<file path="config.mk">
export PLATFORM = sky130hd
export DESIGN_NAME = cdb_result_arbiter
export DESIGN_NICKNAME = d
export VERILOG_FILES = /design/src/rtl/cdb_result_arbiter.sv
export SDC_FILE = /design/constraint.sdc
export NUM_CORES = 1
export LEC_CHECK = 0
export BUFFER_PORTS_ARGS = -buffer_cell sky130_fd_sc_hd__buf_2
export CAP_MARGIN = 20
export CORE_ASPECT_RATIO = 0.9
export CORE_MARGIN = 5
export CORE_UTILIZATION = 45
export CTS_CLUSTER_DIAMETER = 100
export DETAILED_ROUTE_END_ITERATION = 10
export PLACE_DENSITY = 0.78
export SYNTH_ARGS = -nofsm -noshare
export SYNTH_HDL_FRONTEND = slang
export SYNTH_SLANG_ARGS = --single-unit
</file>
<file path="constraint.sdc">
create_clock -name clk -period 3.4 [get_ports clk]
set_input_delay 0.34 -clock clk [delete_from_list [all_inputs] [get_ports clk]]
set_output_delay 0.34 -clock clk [all_outputs]
set_load 0.02 [all_outputs]
</file>
<file path="src/rtl/cdb_result_arbiter.sv">
// Completion arbiter: per-channel result FIFOs feeding one registered CDB broadcast.
// Round-robin grant among non-empty buffers, with full buffers taking priority.
module cdb_result_arbiter #(
  parameter int NUM_CH    = 4,
  parameter int DATA_W    = 32,
  parameter int TAG_W     = 6,
  parameter int SIDE_W    = 4,
  parameter int BUF_DEPTH = 2
) (
  input  logic                        clk,
  input  logic                        rst,
  input  logic                        flush,
  input  logic [NUM_CH-1:0]           req_valid,
  output logic [NUM_CH-1:0]           req_ready,
  input  logic [NUM_CH*DATA_W-1:0]    req_data,
  input  logic [NUM_CH*TAG_W-1:0]     req_tag,
  input  logic [NUM_CH*SIDE_W-1:0]    req_side,
  output logic                        cdb_valid,
  output logic [TAG_W-1:0]            cdb_tag,
  output logic [DATA_W-1:0]           cdb_data,
  output logic [SIDE_W-1:0]           cdb_side,
  output logic [$clog2(NUM_CH)-1:0]   cdb_src,
  output logic [NUM_CH-1:0]           pending
);

  localparam int ENT_W = DATA_W + TAG_W + SIDE_W;
  localparam int PTR_W = (BUF_DEPTH > 1) ? $clog2(BUF_DEPTH) : 1;
  localparam int CNT_W = $clog2(BUF_DEPTH) + 1;
  localparam int SRC_W = $clog2(NUM_CH);

  logic [ENT_W-1:0]  head_ent [NUM_CH];
  logic [NUM_CH-1:0] full, nonempty, elig, push, pop;
  logic              grant;
  logic [SRC_W-1:0]  gnt_idx, cand, last_grant_q;

  logic              cdb_valid_q;
  logic [TAG_W-1:0]  cdb_tag_q;
  logic [DATA_W-1:0] cdb_data_q;
  logic [SIDE_W-1:0] cdb_side_q;
  logic [SRC_W-1:0]  cdb_src_q;

  for (genvar i = 0; i < NUM_CH; i++) begin : g_ch
    logic [ENT_W-1:0] mem_q [BUF_DEPTH];
    logic [PTR_W-1:0] head_q, head_d, tail_q, tail_d;
    logic [CNT_W-1:0] cnt_q, cnt_d;

    // Ready comes from registered count only, so a full buffer stays closed even while popped.
    assign full[i]     = (cnt_q == CNT_W'(BUF_DEPTH));
    assign nonempty[i] = (cnt_q != '0);
    assign push[i]     = req_valid[i] & ~full[i] & ~flush;
    assign pop[i]      = grant & (gnt_idx == SRC_W'(i));
    assign head_ent[i] = mem_q[head_q];

    always_comb begin
      head_d = head_q;
      tail_d = tail_q;
      cnt_d  = cnt_q;
      if (flush) begin
        head_d = '0;
        tail_d = '0;
        cnt_d  = '0;
      end else begin
        if (push[i]) tail_d = (tail_q == PTR_W'(BUF_DEPTH - 1)) ? '0 : tail_q + 1'b1;
        if (pop[i])  head_d = (head_q == PTR_W'(BUF_DEPTH - 1)) ? '0 : head_q + 1'b1;
        if (push[i] && !pop[i])      cnt_d = cnt_q + 1'b1;
        else if (pop[i] && !push[i]) cnt_d = cnt_q - 1'b1;
      end
    end

    always_ff @(posedge clk) begin
      if (rst) begin
        head_q <= '0;
        tail_q <= '0;
        cnt_q  <= '0;
      end else begin
        head_q <= head_d;
        tail_q <= tail_d;
        cnt_q  <= cnt_d;
      end
    end

    always_ff @(posedge clk) begin
      if (push[i])
        mem_q[tail_q] <= {req_data[i*DATA_W +: DATA_W], req_tag[i*TAG_W +: TAG_W],
                          req_side[i*SIDE_W +: SIDE_W]};
    end
  end

  assign req_ready = ~full;
  assign pending   = nonempty;
  assign elig      = (|full) ? full : nonempty;

  // Rotating search beginning just after the last granted channel.
  always_comb begin
    grant   = 1'b0;
    gnt_idx = '0;
    cand    = '0;
    for (int k = 1; k <= NUM_CH; k++) begin
      cand = SRC_W'((int'(last_grant_q) + k) % NUM_CH);
      if (!grant && elig[cand]) begin
        grant   = 1'b1;
        gnt_idx = cand;
      end
    end
    if (flush) grant = 1'b0;
  end

  always_ff @(posedge clk) begin
    if (rst) begin
      cdb_valid_q  <= 1'b0;
      cdb_tag_q    <= '0;
      cdb_data_q   <= '0;
      cdb_side_q   <= '0;
      cdb_src_q    <= '0;
      last_grant_q <= SRC_W'(NUM_CH - 1);
    end else begin
      cdb_valid_q <= grant;
      if (grant) begin
        {cdb_data_q, cdb_tag_q, cdb_side_q} <= head_ent[gnt_idx];
        cdb_src_q    <= gnt_idx;
        last_grant_q <= gnt_idx;
      end
    end
  end

  assign cdb_valid = cdb_valid_q;
  assign cdb_tag   = cdb_tag_q;
  assign cdb_data  = cdb_data_q;
  assign cdb_side  = cdb_side_q;
  assign cdb_src   = cdb_src_q;

endmodule

</file>
==> results.md <==
- Yosys top cell by area: edfxtp_1
- Via Count: between 9k and 10k
- Unrepaired setup endpoints after global routing: no
- Total wire length: 41.3 mm
- Clock transition at path regs: 0.06 ns
- Layout fillers: 2,492
- Share of layout cells above drive strength 1: a little under a third
- Max transition margin: roughly 37%
- Slowest stage cell, crit path: a222oi_1
- Die X: 206 um
- Post-synth EDFFs: 336
- Sequential area share after synthesis: 73.1%
- Most common cell in the synthesized netlist: edfxtp_1
- Post-CTS Setup Bufs: 0
- Antenna violations before repair: 4
- Max rail drop VDD: about 0.38 mV
- CTS buffer count: 42
- Final HPWL DP: 23.5 mm
- Area of the multi-input gates: between 3000 and 4000 sq um
- Vias/cell: 5.31
- Setup violators final: 0
- Gpl congestion: 0.876
- Mean Syn Cell Area: about 17 sq um
- Core area: ~34,000 sq um
- Io pins: 228
- Setup_tns: 0 ns
- FF/Latch Area: 11,400 sq um
- Total GRT Usage: 21.2%
- Clock root buffer: clkbuf_16
- CTS tree: done
- Ys flop type: edfxtp_1
- CP peak stage delay: 0.82 ns
- Crit path required time: 3.85 ns
- Tot Pwr: approximately 12 mW
- Post-Syn Nets: 1,098
- P_leak: between 7 and 8 nW
- Row count: 64
- CP Cell Sequence: nor2b_2 > o41ai_2 > a222oi_1 > nor2_1 > nand2_1 > ha_1 > or3_1 > a21oi_1
- Period utilization: 86.4%
- Fin. Hold Viols: 0
- Fmax: 340 MHz
- CP Launch Type: flip-flop
- CP Capture Type: flip-flop
- Slew Viols, Final: 0
- Unique cell type count in the Yosys netlist: 40
- CTS max path bufs: 3
- Drc violations: 0
- #FFs+latches synth: 403
- DRT antenna net count: 0
- Pin count of the biggest net entering global routing: 43
- Area contributors post-synth: edfxtp_1 (65%), mux2i_1 (11%), dfxtp_1 (8.6%), mux2_2 (6.1%), o221ai_1 (2.4%)
- Clk_lat worst skew: 0.54 ns
- Post-Layout Cell Count: 1,824
- Grt ovf: 0
- Maxcap violations: 0
- Vias in the first global route: slightly above 10k
- Max H-tree Level: 2
- Slew of the pin with the lowest slew margin: 0.938 ns
- Critical path type: reg2reg
- Synth cell count leaders: edfxtp_1 (336), mux2i_1 (173), mux2_2 (84)
- Hold Slack: 0.0220 ns
- Initial Utilization: between 40% and 50%
- Clk_skew: 0.0171 ns
- Min Clock Period, post-route: roughly 3 ns
- Post-synth top area share: 64.6%
- Cells after DPL: 1,579
- Mapped Area: 15,600 sq um
- DRT Pass-1 Iters: 5
- Sink Count: 403
- Final core occ: 60.1%
- WL/cell: 22.7 um
- Area grow syn2layout: 31.2%
- Hold Buf Count CTS: 162
- Post_cts resized: 0
- Hold Crit Class: in2reg
- Iter 0 DRT Violations: 551
- Overall die height: about 190 um
- Die area: 38,600 sq um
- PortBufs: 227
- First-pass GRT wire length: 61.9 mm
- Post-synthesis async set-or-reset flop share: 0%
- Ys Warns: 0
- # nets final: 1,503
- Outcome: completed
- Critical Path AT: 3.39 ns
- Mapped Cells: 919
- Crit path max fanout: 8
- Pwr/cell area: ~600 nW/um^2
[worst max-delay path: cells and delay by family (launching register included)]
family / cells / cell delay [ns]
AO/OA/AOI/OAI: 3 / 1.17
AND/OR/NAND/NOR: 4 / 1.00
flip-flops: 1 / 0.40
adder cells (fa/ha/maj): 1 / 0.29
[final cells by class]
type / instances / share of cell area, %
antenna: 5 / 0.0610
clock buffer: 61 / 6.02
clock inverter: 16 / 1.05
inverter: 9 / 0.165
multi-input combinational: 455 / 19.5
sequential: 403 / 55.8
tap: 462 / 2.82
timing repair buffer: 413 / 14.6
[power breakdown]
part,switching (mW),leakage (nW),total (mW),internal (mW)
combinational,0.941,2.90,1.75,0.814
clock,1.85,0.709,4.76,2.90
sequential,0.170,3.63,5.78,5.61
total,2.96,7.24,12.3,9.32
[flip-flops by register name, indices dropped and copies added, names as in the netlist, named ones only]
name          cells
g_ch.mem_q      336
cdb_data         32
cdb_tag           6
last_grant_q      2
cdb_valid         1
cdb_src           2
cdb_side          4
g_ch.head_q       4
g_ch.cnt_q        8
g_ch.tail_q       4
[cells in the final DEF, fill, tap and decap left out, types with 9 or more instances in the layout]
cell / count
edfxtp_1: 336
clkbuf_1: 9
dfxtp_1: 63
clkbuf_16: 43
inv_1: 9
clkbuf_8: 9
mux2_2: 84
nor2_1: 18
buf_2: 227
a21oi_1: 11
mux2i_1: 173
buf_4: 19
dlygate4sd3_1: 163
o221ai_1: 43
o21ai_0: 9
nand2_1: 51
[layer usage]
metal  GRT usage (%)  up-vias  share of wire, %
li1                -     4395                 -
met1            28.6     4795                41
met2            35.5      419                49
met3            3.77       70               7.0
met4            5.73        0               2.1
met5               0        -                 0
[stage by stage]
step                worst slack, ns  area (sq um)
global placement              0.643         17400
detailed placement            0.534         17400
finish                        0.461         20500
floorplan                    0.0217         15600
global route                  0.323         20500
CTS                           0.466         20500
[worst paths after layout]
check / depth (start not counted) / slack, ns / end / start
worst max-delay path: 8 / 0.46 / g_ch[1].cnt_q[1]$_SDFFE_PP0P_ / g_ch[2].cnt_q[0]$_SDFFE_PP0P_
worst min register to register: 2 / 0.46 / cdb_src[1]$_SDFFE_PP0P_ / cdb_src[1]$_SDFFE_PP0P_
worst max register to register: 8 / 0.46 / g_ch[1].cnt_q[1]$_SDFFE_PP0P_ / g_ch[2].cnt_q[0]$_SDFFE_PP0P_
worst min-delay path: 1 / 0.02 / g_ch[3].mem_q[0][5]$_DFFE_PP_ / req_tag[19]
[logic make-up (layout without fill, tap and decap cells)]
kind of cell             Yosys count  after routing  synth area share (%)
AO/OA/AOI/OAI                     74             74                  3.68
XOR/XNOR                          12             12                 0.672
adder cells (fa/ha/maj)            4              4                 0.320
buffers and inverters             61            499                  1.67
flip-flops                       403            403                  73.1
multiplexers                     257            257                  17.1
other                              0              5                     0
AND/OR/NAND/NOR                  108            108                  3.39
Note: power is estimated with default switching activity, not from simulation.
